**src/rtl/rv32i_types.sv**
```systemverilog
// ----------------------------------------------------------------------------
// Package: rv32i_types
// Purpose: Shared types for the decode queue: RV32I opcode set, immediate
//          format selector, ALU operation group, the control word handed to
//          execute, and the decoded FIFO entry. Also provides the immediate
//          generator used by the decoder.
// Contents:
//   DATA_W             width of pc/imm fields carried in a decoded entry
//   rv32i_opcode       major opcodes recognised as legal
//   FUNCT7_MULDIV      funct7 marking the M-extension group on op_reg
//   imm_format_t       immediate encoding format
//   alu_ops            ALU operation (funct3 encoding)
//   rv32i_control_word control bits consumed by execute (incl. muldiv)
//   decoded_entry_t    {ctrl, pc, imm, rs1, rs2, rd, illegal}
//   imm_gen()          sign-extended immediate for a given format
// ----------------------------------------------------------------------------
package rv32i_types;

    localparam int DATA_W = 32;

    typedef enum logic [6:0] {
        op_lui   = 7'b0110111,
        op_auipc = 7'b0010111,
        op_jal   = 7'b1101111,
        op_jalr  = 7'b1100111,
        op_br    = 7'b1100011,
        op_load  = 7'b0000011,
        op_store = 7'b0100011,
        op_imm   = 7'b0010011,
        op_reg   = 7'b0110011,
        op_csr   = 7'b1110011
    } rv32i_opcode;

    localparam logic [6:0] FUNCT7_MULDIV = 7'b0000001;

    typedef enum logic [2:0] {
        fmt_none,
        fmt_i,
        fmt_s,
        fmt_b,
        fmt_u,
        fmt_j
    } imm_format_t;

    typedef enum logic [2:0] {
        alu_add  = 3'b000,
        alu_sll  = 3'b001,
        alu_slt  = 3'b010,
        alu_sltu = 3'b011,
        alu_xor  = 3'b100,
        alu_srl  = 3'b101,
        alu_or   = 3'b110,
        alu_and  = 3'b111
    } alu_ops;

    // All-zero value is the "do nothing" word: no writeback, no memory access.
    typedef struct packed {
        logic [6:0] opcode;
        alu_ops     aluop;
        logic       alt;          // sub / sra variant
        logic       alu_imm;      // operand 2 is the immediate
        logic       uses_rs1;
        logic       uses_rs2;
        logic       regfile_load;
        logic       mem_read;
        logic       mem_write;
        logic       branch;
        logic       jump;
        logic       muldiv;
        logic [2:0] funct3;       // load/store width, branch compare, muldiv op
    } rv32i_control_word;

    typedef struct packed {
        rv32i_control_word ctrl;
        logic [DATA_W-1:0] pc;
        logic [DATA_W-1:0] imm;
        logic [4:0]        rs1;
        logic [4:0]        rs2;
        logic [4:0]        rd;
        logic              illegal;
    } decoded_entry_t;

    function automatic logic [DATA_W-1:0] imm_gen(input logic [31:0] instr,
                                                  input imm_format_t fmt);
        logic [DATA_W-1:0] imm;
        case (fmt)
            fmt_i:   imm = {{20{instr[31]}}, instr[31:20]};
            fmt_s:   imm = {{20{instr[31]}}, instr[31:25], instr[11:7]};
            fmt_b:   imm = {{19{instr[31]}}, instr[31], instr[7], instr[30:25],
                            instr[11:8], 1'b0};
            fmt_u:   imm = {instr[31:12], 12'h000};
            fmt_j:   imm = {{11{instr[31]}}, instr[31], instr[19:12], instr[20],
                            instr[30:21], 1'b0};
            default: imm = '0;
        endcase
        return imm;
    endfunction

endpackage

```
**src/rtl/ctrl_decoder.sv**
```systemverilog
// ----------------------------------------------------------------------------
// Module: ctrl_decoder
// Purpose: Purely combinational RV32I decoder: raw instruction + pc into a
//          decoded_entry_t (control word, register indices, immediate,
//          illegal flag).
// Configuration: RV32M_EN -- when defined, op_reg with funct7=0000001 decodes
//          as the mul/div group (muldiv=1); otherwise it is flagged illegal.
// Ports:
//   instr  in   32      raw instruction
//   pc     in   DATA_W  instruction pc (passed through)
//   entry  out  decoded_entry_t
// ----------------------------------------------------------------------------
module ctrl_decoder
    import rv32i_types::*;
(
    input  logic [31:0]       instr,
    input  logic [DATA_W-1:0] pc,
    output decoded_entry_t    entry
);

    logic [6:0]        opcode;
    logic [2:0]        funct3;
    logic [6:0]        funct7;
    logic [4:0]        rd;
    imm_format_t       fmt;
    rv32i_control_word ctrl;
    logic              illegal;

    assign opcode = instr[6:0];
    assign rd     = instr[11:7];
    assign funct3 = instr[14:12];
    assign funct7 = instr[31:25];

    always_comb begin
        // NOTE: every variable driven here gets a default first, so no path
        // through the case leaves it unassigned and no latch is inferred.
        ctrl        = '0;
        fmt         = fmt_none;
        illegal     = 1'b0;
        ctrl.opcode = opcode;
        ctrl.funct3 = funct3;
        ctrl.aluop  = alu_add;

        case (opcode)
            op_lui, op_auipc: begin
                fmt               = fmt_u;
                ctrl.regfile_load = 1'b1;
            end
            op_jal: begin
                fmt               = fmt_j;
                ctrl.regfile_load = 1'b1;
                ctrl.jump         = 1'b1;
            end
            op_jalr: begin
                fmt               = fmt_i;
                ctrl.regfile_load = 1'b1;
                ctrl.jump         = 1'b1;
                ctrl.uses_rs1     = 1'b1;
            end
            op_br: begin
                fmt           = fmt_b;
                ctrl.branch   = 1'b1;
                ctrl.uses_rs1 = 1'b1;
                ctrl.uses_rs2 = 1'b1;
            end
            op_load: begin
                fmt               = fmt_i;
                ctrl.mem_read     = 1'b1;
                ctrl.regfile_load = 1'b1;
                ctrl.uses_rs1     = 1'b1;
            end
            op_store: begin
                fmt           = fmt_s;
                ctrl.mem_write = 1'b1;
                ctrl.uses_rs1 = 1'b1;
                ctrl.uses_rs2 = 1'b1;
            end
            op_imm: begin
                fmt               = fmt_i;
                ctrl.regfile_load = 1'b1;
                ctrl.uses_rs1     = 1'b1;
                ctrl.alu_imm      = 1'b1;
                ctrl.aluop        = alu_ops'(funct3);
                ctrl.alt          = (funct3 == 3'b101) && funct7[5];  // srai
            end
            op_reg: begin
                ctrl.uses_rs1 = 1'b1;
                ctrl.uses_rs2 = 1'b1;
                ctrl.aluop    = alu_ops'(funct3);
                ctrl.alt      = funct7[5];
                if (funct7 == FUNCT7_MULDIV) begin
`ifdef RV32M_EN
                    ctrl.muldiv       = 1'b1;
                    ctrl.regfile_load = 1'b1;
`else
                    illegal = 1'b1;
`endif
                end else begin
                    ctrl.regfile_load = 1'b1;
                end
            end
            op_csr: begin
                fmt               = fmt_i;
                ctrl.regfile_load = 1'b1;
                ctrl.uses_rs1     = 1'b1;
            end
            default: illegal = 1'b1;
        endcase

        // An illegal entry must not touch architectural state downstream.
        if (illegal) begin
            ctrl = '0;
            fmt  = fmt_none;
        end
        if (rd == 5'd0) begin
            ctrl.regfile_load = 1'b0;
        end
    end

    assign entry = '{ctrl:    ctrl,
                     pc:      pc,
                     imm:     imm_gen(instr, fmt),
                     rs1:     instr[19:15],
                     rs2:     instr[24:20],
                     rd:      rd,
                     illegal: illegal};

endmodule

```
**src/rtl/ctrl_decode_queue.sv**
```systemverilog
// ----------------------------------------------------------------------------
// Module: ctrl_decode_queue
// Purpose: Registered decode stage. Fetched instructions are decoded on entry
//          and buffered in a DEPTH-entry FIFO feeding execute. Supports flush,
//          illegal-opcode flagging, rd==x0 write suppression and a one-bubble
//          load-use interlock on the head entry.
// Configuration: RV32M_EN (see ctrl_decoder) enables mul/div decode.
// Parameters: XLEN (pc/imm width, 32), DEPTH (FIFO depth, power of two >= 2)
// Ports:
//   clk, rst_n               clock, asynchronous active-low reset
//   flush                    discard queue and this cycle's input
//   in_valid/in_ready        fetch handshake
//   in_instr, in_pc          instruction and its pc
//   out_valid/out_ready      execute handshake
//   out_ctrl                 control word of head
//   out_pc, out_imm          head pc, sign-extended immediate
//   out_rs1/out_rs2/out_rd   head register indices
//   out_illegal              head opcode not recognised
// ----------------------------------------------------------------------------
module ctrl_decode_queue
    import rv32i_types::*;
#(
    parameter int XLEN  = 32,
    parameter int DEPTH = 2
) (
    input  logic              clk,
    input  logic              rst_n,
    input  logic              flush,
    input  logic              in_valid,
    output logic              in_ready,
    input  logic [31:0]       in_instr,
    input  logic [XLEN-1:0]   in_pc,
    output logic              out_valid,
    input  logic              out_ready,
    output rv32i_control_word out_ctrl,
    output logic [XLEN-1:0]   out_pc,
    output logic [XLEN-1:0]   out_imm,
    output logic [4:0]        out_rs1,
    output logic [4:0]        out_rs2,
    output logic [4:0]        out_rd,
    output logic              out_illegal
);

    localparam int PTR_W = $clog2(DEPTH);
    localparam int CNT_W = PTR_W + 1;
    localparam logic [CNT_W-1:0] FULL = CNT_W'(DEPTH);

    typedef enum logic {st_run, st_bubble} lu_state_t;

    decoded_entry_t dec;
    decoded_entry_t head;
    decoded_entry_t mem [DEPTH];

    logic [PTR_W-1:0] wr_ptr, rd_ptr;
    logic [CNT_W-1:0] count;
    lu_state_t        state, state_next;
    logic [4:0]       last_load_rd, last_load_rd_next;
    logic             fifo_valid, hazard, push, pop;

    ctrl_decoder u_decoder (
        .instr (in_instr),
        .pc    (DATA_W'(in_pc)),
        .entry (dec)
    );

    // Empty queue presents the all-zero word so reset/idle outputs are defined.
    assign fifo_valid = (count != '0);
    assign head       = fifo_valid ? mem[rd_ptr] : '0;

    // last_load_rd is never x0 while in BUBBLE, so x0 sources cannot match.
    assign hazard = (state == st_bubble) && fifo_valid &&
                    ((head.ctrl.uses_rs1 && (head.rs1 == last_load_rd)) ||
                     (head.ctrl.uses_rs2 && (head.rs2 == last_load_rd)));

    assign out_valid = fifo_valid && !hazard;
    assign in_ready  = (count < FULL) || (out_valid && out_ready);
    assign pop       = out_valid && out_ready && !flush;
    assign push      = in_valid && in_ready && !flush;

    assign out_ctrl    = head.ctrl;
    assign out_pc      = XLEN'(head.pc);
    assign out_imm     = XLEN'($signed(head.imm));
    assign out_rs1     = head.rs1;
    assign out_rs2     = head.rs2;
    assign out_rd      = head.rd;
    assign out_illegal = head.illegal;

    // Interlock: a popped load arms one bubble cycle; the FSM always returns
    // to RUN after that single cycle whether or not the head was blocked.
    always_comb begin
        state_next        = st_run;
        last_load_rd_next = last_load_rd;
        if (flush) begin
            last_load_rd_next = '0;
        end else if (pop && head.ctrl.mem_read && (head.rd != 5'd0)) begin
            state_next        = st_bubble;
            last_load_rd_next = head.rd;
        end
    end

    // NOTE: sequential state uses non-blocking assignments so every register
    // samples pre-edge values regardless of statement order.
    always_ff @(posedge clk or negedge rst_n) begin
        if (!rst_n) begin
            wr_ptr       <= '0;
            rd_ptr       <= '0;
            count        <= '0;
            state        <= st_run;
            last_load_rd <= '0;
        end else begin
            state        <= state_next;
            last_load_rd <= last_load_rd_next;
            if (flush) begin
                wr_ptr <= '0;
                rd_ptr <= '0;
                count  <= '0;
            end else begin
                if (push) wr_ptr <= wr_ptr + 1'b1;
                if (pop)  rd_ptr <= rd_ptr + 1'b1;
                case ({push, pop})
                    2'b10:   count <= count + 1'b1;
                    2'b01:   count <= count - 1'b1;
                    default: count <= count;
                endcase
            end
        end
    end

    // NOTE: storage is deliberately not reset; validity comes solely from
    // count, which is reset, so stale contents are never observable.
    always_ff @(posedge clk) begin
        if (push) begin
            mem[wr_ptr] <= dec;
        end
    end

endmodule
```
**config.mk**
```make
export PLATFORM = sky130hd
export DESIGN_NAME = ctrl_decode_queue
export DESIGN_NICKNAME = d
export VERILOG_FILES = /design/src/rtl/rv32i_types.sv /design/src/rtl/ctrl_decoder.sv /design/src/rtl/ctrl_decode_queue.sv
export SDC_FILE = /design/constraint.sdc
export NUM_CORES = 1
export LEC_CHECK = 0
export BUFFER_PORTS_ARGS = -buffer_cell sky130_fd_sc_hd__buf_2
export CELL_PAD_IN_SITES_DETAIL_PLACEMENT = 1
export CELL_PAD_IN_SITES_GLOBAL_PLACEMENT = 1
export CORE_MARGIN = 3
export CORE_UTILIZATION = 25
export CTS_CLUSTER_SIZE = 30
export DETAILED_ROUTE_END_ITERATION = 12
export PLACE_DENSITY_LB_ADDON = 0.1
export RECOVER_POWER = 50
export REMOVE_ABC_BUFFERS = 1
export SYNTH_ARGS = -nofsm -noshare
export SYNTH_HDL_FRONTEND = slang
export SYNTH_SLANG_ARGS = --single-unit
```
**constraint.sdc**
```tcl
create_clock -name clk -period 27.2 [get_ports clk]
set_clock_uncertainty 0.15 [all_clocks]
set_input_delay 2.72 -clock clk [delete_from_list [all_inputs] [get_ports clk]]
set_output_delay 2.72 -clock clk [all_outputs]
set_load 0.03 [all_outputs]
```
==> results of run 1 <==
## how the worst max path moves through the flow
stage	endpoint	slack, ns
3_5_place_dp	in_ready	20.56
2_1_floorplan	mem[1][0]$_DFFE_PP_	11.14
3_3_place_gp	in_ready	20.66
6_report	in_ready	16.02
5_1_grt	in_ready	15.02
4_1_cts	in_ready	19.99
## placed cells by master, fill, tap and decap left out, types with 2 or more instances in the layout
cell type / Yosys / routed
a21o_1: 21 / 21
inv_1: 12 / 12
edfxtp_1: 204 / 204
a21oi_1: 12 / 12
and4_1: 2 / 2
or3_1: 4 / 4
buf_2: 7 / 132
mux2_1: 3 / 3
nand3b_1: 2 / 2
clkinv_2: 0 / 6
and2_0: 0 / 17
nor4_2: 1 / 2
nand3_1: 5 / 5
o32ai_1: 2 / 2
clkbuf_1: 19 / 48
clkbuf_16: 0 / 27
o21ai_0: 12 / 13
nor3_1: 14 / 13
clkinv_1: 0 / 8
a211oi_1: 2 / 2
a22o_1: 4 / 4
o21a_1: 3 / 3
and2_1: 19 / 2
nor2b_1: 2 / 2
dfrtp_1: 10 / 10
mux2i_1: 99 / 99
nor2_1: 120 / 120
or2_2: 2 / 2
xnor2_1: 5 / 5
buf_4: 1 / 4
a31oi_1: 1 / 2
nand2_1: 19 / 19
bufinv_16: 0 / 2
nand4_1: 1 / 3
nor4_1: 4 / 3
or4_1: 2 / 2
nor4b_1: 1 / 2
a22oi_1: 2 / 2
## metrics by stage
stage                     worst slack (ns)  util (%)  instances  instance area, um^2
after floorplan                      11.14         -        610                 8960
after global placement               20.66      29.3       1252                10500
after detailed placement             20.56      29.3       1252                10500
after CTS                            19.99      31.6       1299                11300
after global routing                 15.02      31.3       1299                11200
final                                16.02      31.3       1300                11200
## power by group through the flow
stage / Combinational [mW] / Clock (mW) / Sequential, mW
finish: 0.122 / 0.330 / 0.382
floorplan: 0.0790 / 0 / 0.394
detailed placement: 0.124 / 0 / 0.390
global placement: 0.122 / 0 / 0.389
CTS: 0.124 / 0.342 / 0.383
global route: 0.133 / 0.355 / 0.384
## cells by family (layout without fill, tap and decap cells)
family | Yosys count | after routing | share of synthesized area (%)
XOR/XNOR | 5 | 5 | 0.479
AND/OR/NAND/NOR | 210 | 210 | 11.0
buffers and inverters | 46 | 240 | 2.45
AO/OA/AOI/OAI | 65 | 65 | 4.77
flip-flops | 214 | 214 | 69.8
other | 1 | 2 | 0.0410
multiplexers | 103 | 103 | 11.5
## metal layers
| layer | part of all wire (%) | track usage [%] | wire (um) | up-vias |
|---|---|---|---|---|
| li1 | - | - | - | 2738 |
| met2 | 52 | 24.1 | 13400 | 108 |
| met5 | 0.035 | 0 | 9 | - |
| met4 | 2.2 | 2.88 | 567 | 2 |
| met1 | 42 | 15.9 | 10900 | 2991 |
| met3 | 3.3 | 2.25 | 843 | 38 |
## critical path: stages, from the launching register on
cell,delay [ns]
dfrtp_1,2.19
clkbuf_1,3.24
mux2i_1,0.59
o21ai_0,0.34
nor4b_1,0.30
nand4_1,0.31
a31oi_1,0.50
inv_1,0.09
buf_2,0.19
## state kept, by name, indices dropped and copies added (netlist names)
register	flops
count	2
last_load_rd	5
rd_ptr	1
state	1
mem	204
wr_ptr	1
## cell type report
| cell class | instances | area (um^2) |
|---|---|---|
| Antenna cell | 1 | 2.50 |
| Clock buffer | 30 | 687 |
| Clock inverter | 17 | 128 |
| Fill cell | 3887 | 24600 |
| Inverter | 12 | 45.0 |
| Multi-Input combinational cell | 384 | 2530 |
| Sequential cell | 214 | 6380 |
| Tap cell | 461 | 577 |
| Timing Repair Buffer | 181 | 860 |
==> metrics.md, run 1 <==
| Metric | Value |
|---|---|
| CP max FO | `58` |
| Final Wtd Congestion | `0.729` |
| Least-Margin Pin Slew | `4.41 ns` |
| Root buf cell | `clkbuf_16` |
| Pwr/cell area | `74.5 mW/mm^2` |
| Post-CTS Setup Bufs | `0` |
| Synth Register Bits | `214` |
| NetSw | `224 uW` |
| First-pass GRT wire length | `38.9 mm` |
| Cts repair resizes | `0` |
| Gr usage total | `13.0%` |
| Sequential fraction of the synthesis area | `69.8%` |
| Area growth, synth to finish | `22.7%` |
| DRC Markers | `0` |
| Hold Crit Class | `register to register` |
| Area leader, netlist | `edfxtp_1` |
| Setup TNS | `0 ns` |
| Max_slew headroom | `-194%` |
| RR Endpoint | `mem[1][102]$_DFFE_PP_` |
| Worst hold stages | `2` |
| CTS tree | `done` |
| Sequential power share | `45.8%` |
| Vias | `5877` |
| Final Slew Violations | `164` |
| Fin nets | `889` |
| Post-Synthesis Cells | `644` |
| Period minus WS final | `11.18 ns` |
| Sw frac | `26.8%` |
| Reg2Reg Setup Slack | `16.81 ns` |
| Worst setup EP type | `output pin` |
| Hold Violations, Final | `0` |
| Critical Path Source Type | `register` |
| Initial core utilization | `25.5%` |
| CTS Hold Bufs | `0` |
| Vias per inst | `4.52` |
| Hold Path Origin | `wr_ptr$_DFFE_PN0P_` |
| Tcrit/Tclk final | `41.1%` |
| Dpl hpwl | `17.3 mm` |
| Layout cells sized above 1 | `21.7%` |
| Unique cell type count in the Yosys netlist | `51` |
| Antenna violations before repair | `2` |
| Die Width | `197 um` |
| Worst setup path start | `rd_ptr$_DFFE_PN0P_` |
| Die Y-Extent | `197 um` |
| Post-synth EDFFs | `204` |
| Final hold slack | `0.469 ns` |
| Worst Path Required | `24.33 ns` |
| Clock Power Share | `39.5%` |
| Synth area leaders | `edfxtp_1, mux2i_1, nor2_1` |
| CTS max path bufs | `3` |
| Commonest cells in the netlist | `edfxtp_1, nor2_1, mux2i_1, a21o_1` |
| CP arrival | `8.31 ns` |
| Placeable Area | `0.0358 mm^2` |
| Internal power | `611 uW` |
| Cell row count | `69` |
| Hold path endpoint | `wr_ptr$_DFFE_PN0P_` |
| CTS Sinks | `214` |
| Post-Syn Area | `0.00914 mm^2` |
| H-tree depth | `1` |
| DRT iter0 DRCs | `193` |
| Status | `finished, violations left` |
| RSZ-0062 raised after global routing | `false` |
| Failing checks | `capacitance limit, slew limit` |
| Routed Antenna Nets | `0` |
| Ys async rst share | `4.67%` |
| Routed WL per cell | `19.8 um` |
| Grt total ovfl | `0` |
| IO Port Bufs | `172` |
| Setup violators final | `0` |
| Logic gate share of total power | `14.7%` |
| Vias in the first global route | `6568` |
| Primary FF master, synth | `edfxtp_1` |
| 1st-pass router iterations | `4` |
| Num CTS Buffers | `27` |
| Reg2reg start | `rd_ptr$_DFFE_PN0P_` |
| Leakage | `4.02 nW` |
| Total Wirelength | `25.8 mm` |
| Later-pin clock latency in the skew report | `0.52 ns` |
| Max-Cap Viols | `4` |
| R2R depth | `9` |
| VDD IR max | `0.0422 mV` |
| Most frequent cell after synthesis | `edfxtp_1` |
| IO Pins | `174` |
| Pwr Total | `835 uW` |
| YS warnings | `0` |
| Avg Cell Area, Syn | `14.2 um^2` |
| Max Clk Rate | `89.5 MHz` |
| Area fraction of the dominant cell type after synthesis | `67.1%` |
| Clock transition at path regs | `0.06 ns` |
| Crit Path Class | `register to output pin` |
| Die footprint | `0.0389 mm^2` |
| Pin count of the biggest net entering global routing | `93` |
No activity file was read; power rests on OpenSTA's default activity.
==> run 2, diff against run 1 <==
==> constraint.sdc (replaced) <==
create_clock -name clk -period 9.7 [get_ports clk]
set_clock_uncertainty 0.15 [all_clocks]
set_input_delay 0.97 -clock clk [delete_from_list [all_inputs] [get_ports clk]]
set_output_delay 0.97 -clock clk [all_outputs]
set_load 0.03 [all_outputs]
==> run 2 against run 1 <==
Compared with the run above: the run still ends with capacitance limit, slew limit left; critical path depth is the same; power increased to 2.8 times the previous value; global-route usage fell by 0.16 points; via count shrank 1.1%; combinational power grew to 2.7 times the previous value; final cell count down 0.23%; sequential share of layout area about the same; utilization about the same; clock power rose to 2.9 times the previous value; largest cell class unchanged; hold slack worse by 0.18 ns.
==> metrics.md, run 2 (synthesis results as in run 1) <==
| Metric | Value |
|---|---|
| Status | `finished, violations left (unchanged)` |
| Failing checks | `capacitance limit, slew limit (unchanged)` |
| Clock Power Share | `40.6% (was 39.5%)` |
| Critical Path Source Type | `register (unchanged)` |
| Hold Violations, Final | `0 (unchanged)` |
| Sw frac | `26.9% (was 26.8%)` |
| Gr usage total | `12.9% (was 13.0%)` |
| Internal power | `1.73 mW (was 611 uW)` |
| Max Clk Rate | `147 MHz` |
| Max_slew headroom | `-86.3% (was -194%)` |
| Later-pin clock latency in the skew report | `0.52 ns (about the same)` |
| Clock transition at path regs | `0.06 ns (about the same)` |
| Most flops, register | `mem (unchanged)` |
| Fin nets | `886 (was 889)` |
| Reg2reg start | `rd_ptr$_DFFE_PN0P_ (unchanged)` |
| R2R depth | `8 (was 9)` |
| Worst Path Required | `8.58 ns (was 24.33 ns)` |
| Placeable Area | `0.0358 mm^2 (unchanged)` |
| Worst Setup EP | `in_ready (unchanged)` |
| Antenna violations before repair | `1 (was 2)` |
| First-pass GRT wire length | `38.6 mm (was 38.9 mm)` |
| Area growth, synth to finish | `22.6% (was 22.7%)` |
| Pwr/cell area | `211 mW/mm^2 (was 74.5 mW/mm^2)` |
| CTS max path bufs | `3 (unchanged)` |
| Crit Path Class | `register to output pin (unchanged)` |
| Hold Crit Class | `input port to async pin (was register to register)` |
| Dpl hpwl | `17.6 mm (was 17.3 mm)` |
| Critical path buffers and inverters | `3 (unchanged)` |
| Final Wtd Congestion | `0.771 (was 0.729)` |
| Max FFs per register | `204 (unchanged)` |
| 1st-pass router iterations | `6 (was 4)` |
| RR Endpoint | `mem[1][52]$_DFFE_PP_ (was mem[1][102]$_DFFE_PP_)` |
| IO Port Bufs | `172 (unchanged)` |
| Period minus WS final | `6.80 ns` |
| Least-Margin Pin Slew | `2.80 ns (was 4.41 ns)` |
| RSZ-0062 raised after global routing | `false (unchanged)` |
| Pwr Total | `2.37 mW (was 835 uW)` |
| Num CTS Buffers | `26 (was 27)` |
| DRC Markers | `0 (unchanged)` |
| Die footprint | `0.0389 mm^2 (unchanged)` |
| CP arrival | `5.68 ns (was 8.31 ns)` |
| Cts repair resizes | `0 (unchanged)` |
| Max-Cap Viols | `1 (was 4)` |
| Die Width | `197 um (unchanged)` |
| Crit path depth | `8 (unchanged)` |
| Total Wirelength | `25.9 mm (was 25.8 mm)` |
| Pin count of the biggest net entering global routing | `93 (unchanged)` |
| CP max FO | `56 (was 58)` |
| Top Family by Delay on Critical Path | `flip-flops (was buffers and inverters)` |
| Routed WL per cell | `19.9 um (was 19.8 um)` |
| Leakage | `3.88 nW (was 4.02 nW)` |
| Routed Antenna Nets | `0 (unchanged)` |
| Slowest cell on the critical path | `dfrtp_1 (was clkbuf_1)` |
| DRT iter0 DRCs | `192 (was 193)` |
| Grt total ovfl | `0 (unchanged)` |
| IO Pins | `174 (unchanged)` |
| Sequential power share | `45.3% (was 45.8%)` |
| Final Slew Violations | `49 (was 164)` |
| CTS Sinks | `214 (unchanged)` |
| Logic gate share of total power | `14.1% (was 14.7%)` |
| VDD IR max | `0.115 mV (was 0.0422 mV)` |
| Die Y-Extent | `197 um (unchanged)` |
| Vias per inst | `4.48 (was 4.52)` |
| Layout cells sized above 1 | `17.9% (was 21.7%)` |
| Most frequent cells in the layout | `edfxtp_1, nor2_1, mux2i_1 (was edfxtp_1, buf_2, nor2_1)` |
| H-tree depth | `1 (unchanged)` |
| Worst setup EP type | `output pin (unchanged)` |
| NetSw | `636 uW (was 224 uW)` |
| Top Registers | `mem (204), last_load_rd (5), count (2) (unchanged)` |
| CTS Hold Bufs | `0 (unchanged)` |
| Commonest non-fill, non-tap cell in the layout | `edfxtp_1 (unchanged)` |
| Vias in the first global route | `6326 (was 6568)` |
| Post-CTS Setup Bufs | `0 (unchanged)` |
| Cell row count | `69 (unchanged)` |
| Setup violators final | `0 (unchanged)` |
| Crit path largest cell delay | `2.23 ns (was 3.24 ns)` |
| Root buf cell | `clkbuf_16 (unchanged)` |
| Fin util | `31.3% (about the same)` |
| Vias | `5810 (was 5877)` |
| Initial core utilization | `25.5% (unchanged)` |
| CTS tree | `done (unchanged)` |
| Worst setup path start | `rd_ptr$_DFFE_PN0P_ (unchanged)` |
| Cells along the critical path | `buf_4 > mux2i_1 > nor2_1 > xnor2_1 > nand4_1 > a31oi_1 > inv_1 > buf_2 (was clkbuf_1 > mux2i_1 > o21ai_0 > nor4b_1 > nand4_1 > a31oi_1 > inv_1 > buf_2)` |
| Antenna diodes | `0 (was 1)` |
| Tcrit/Tclk final | `70.1%` |
| Reg2Reg Setup Slack | `3.49 ns (was 16.81 ns)` |
[run 2: cell types whose count changed in the layout (fill, tap and decap cells not counted), moves of 3 or more]
cell / previous run / this run
clkinv_1: 8 / 2
clkbuf_1: 48 / 86
clkinv_2: 6 / 9
buf_2: 132 / 90
[run 2: layout make-up]
| type | count | area, um^2 |
|---|---|---|
| clock buffer | 30 | 687 |
| fill | 3872 | 24600 |
| inverter | 12 | 45.0 |
| tap | 461 | 577 |
| sequential | 214 | 6380 |
| multi-input combinational | 384 | 2540 |
| clock inverter | 17 | 165 |
| timing repair buffer | 179 | 807 |
[run 2: metrics by stage]
step | setup slack [ns] | cells | hold WS (ns) | instance area (um^2) | setup TNS, ns
after floorplan | -6.36 | 610 | 0.384 | 8960 | -1210.00
after global placement | 4.96 | 1250 | 0.473 | 10500 | 0
after global routing | 2.40 | 1297 | 0.326 | 11200 | 0
after detailed placement | 4.87 | 1250 | 0.472 | 10500 | 0
after CTS | 4.31 | 1297 | 0.150 | 11300 | 0
final | 2.90 | 1297 | 0.293 | 11200 | 0
[run 2: worst min path at each step]
stage	slack, ns	cells after the start	to	startpoint
floorplan	0.38	2	wr_ptr$_DFFE_PN0P_	wr_ptr$_DFFE_PN0P_
global placement	0.47	2	count[1]$_DFFE_PN0P_	count[1]$_DFFE_PN0P_
detailed placement	0.47	2	wr_ptr$_DFFE_PN0P_	wr_ptr$_DFFE_PN0P_
CTS	0.15	1	count[1]$_DFFE_PN0P_	rst_n
global route	0.33	1	count[1]$_DFFE_PN0P_	rst_n
finish	0.29	1	last_load_rd[4]$_DFFE_PN0P_	rst_n
[run 2: routing by layer]
layer	track usage [%]	part of all wire, %
met5	0	0.031
met4	3.67	2.5
met3	2.03	3.8
met2	22.6	50
met1	16.5	44
[run 2: worst register-to-register path, cell delays in order (launching register included)]
cell and delay (ns):
dfrtp_1 2.23, buf_4 1.12, mux2i_1 0.33, nor2_1 0.09
xnor2_1 0.18, nand4_1 0.21, a31oi_1 0.28, nor4b_2 0.37
buf_4 0.81
[run 2: power groups by stage]
stage | Clock (mW) | Combinational (mW) | Sequential (mW)
2_1_floorplan | 0 | 0.221 | 1.10
3_3_place_gp | 0 | 0.343 | 1.09
3_5_place_dp | 0 | 0.346 | 1.09
4_1_cts | 0.998 | 0.347 | 1.07
5_1_grt | 1.03 | 0.363 | 1.08
6_report | 0.961 | 0.333 | 1.07
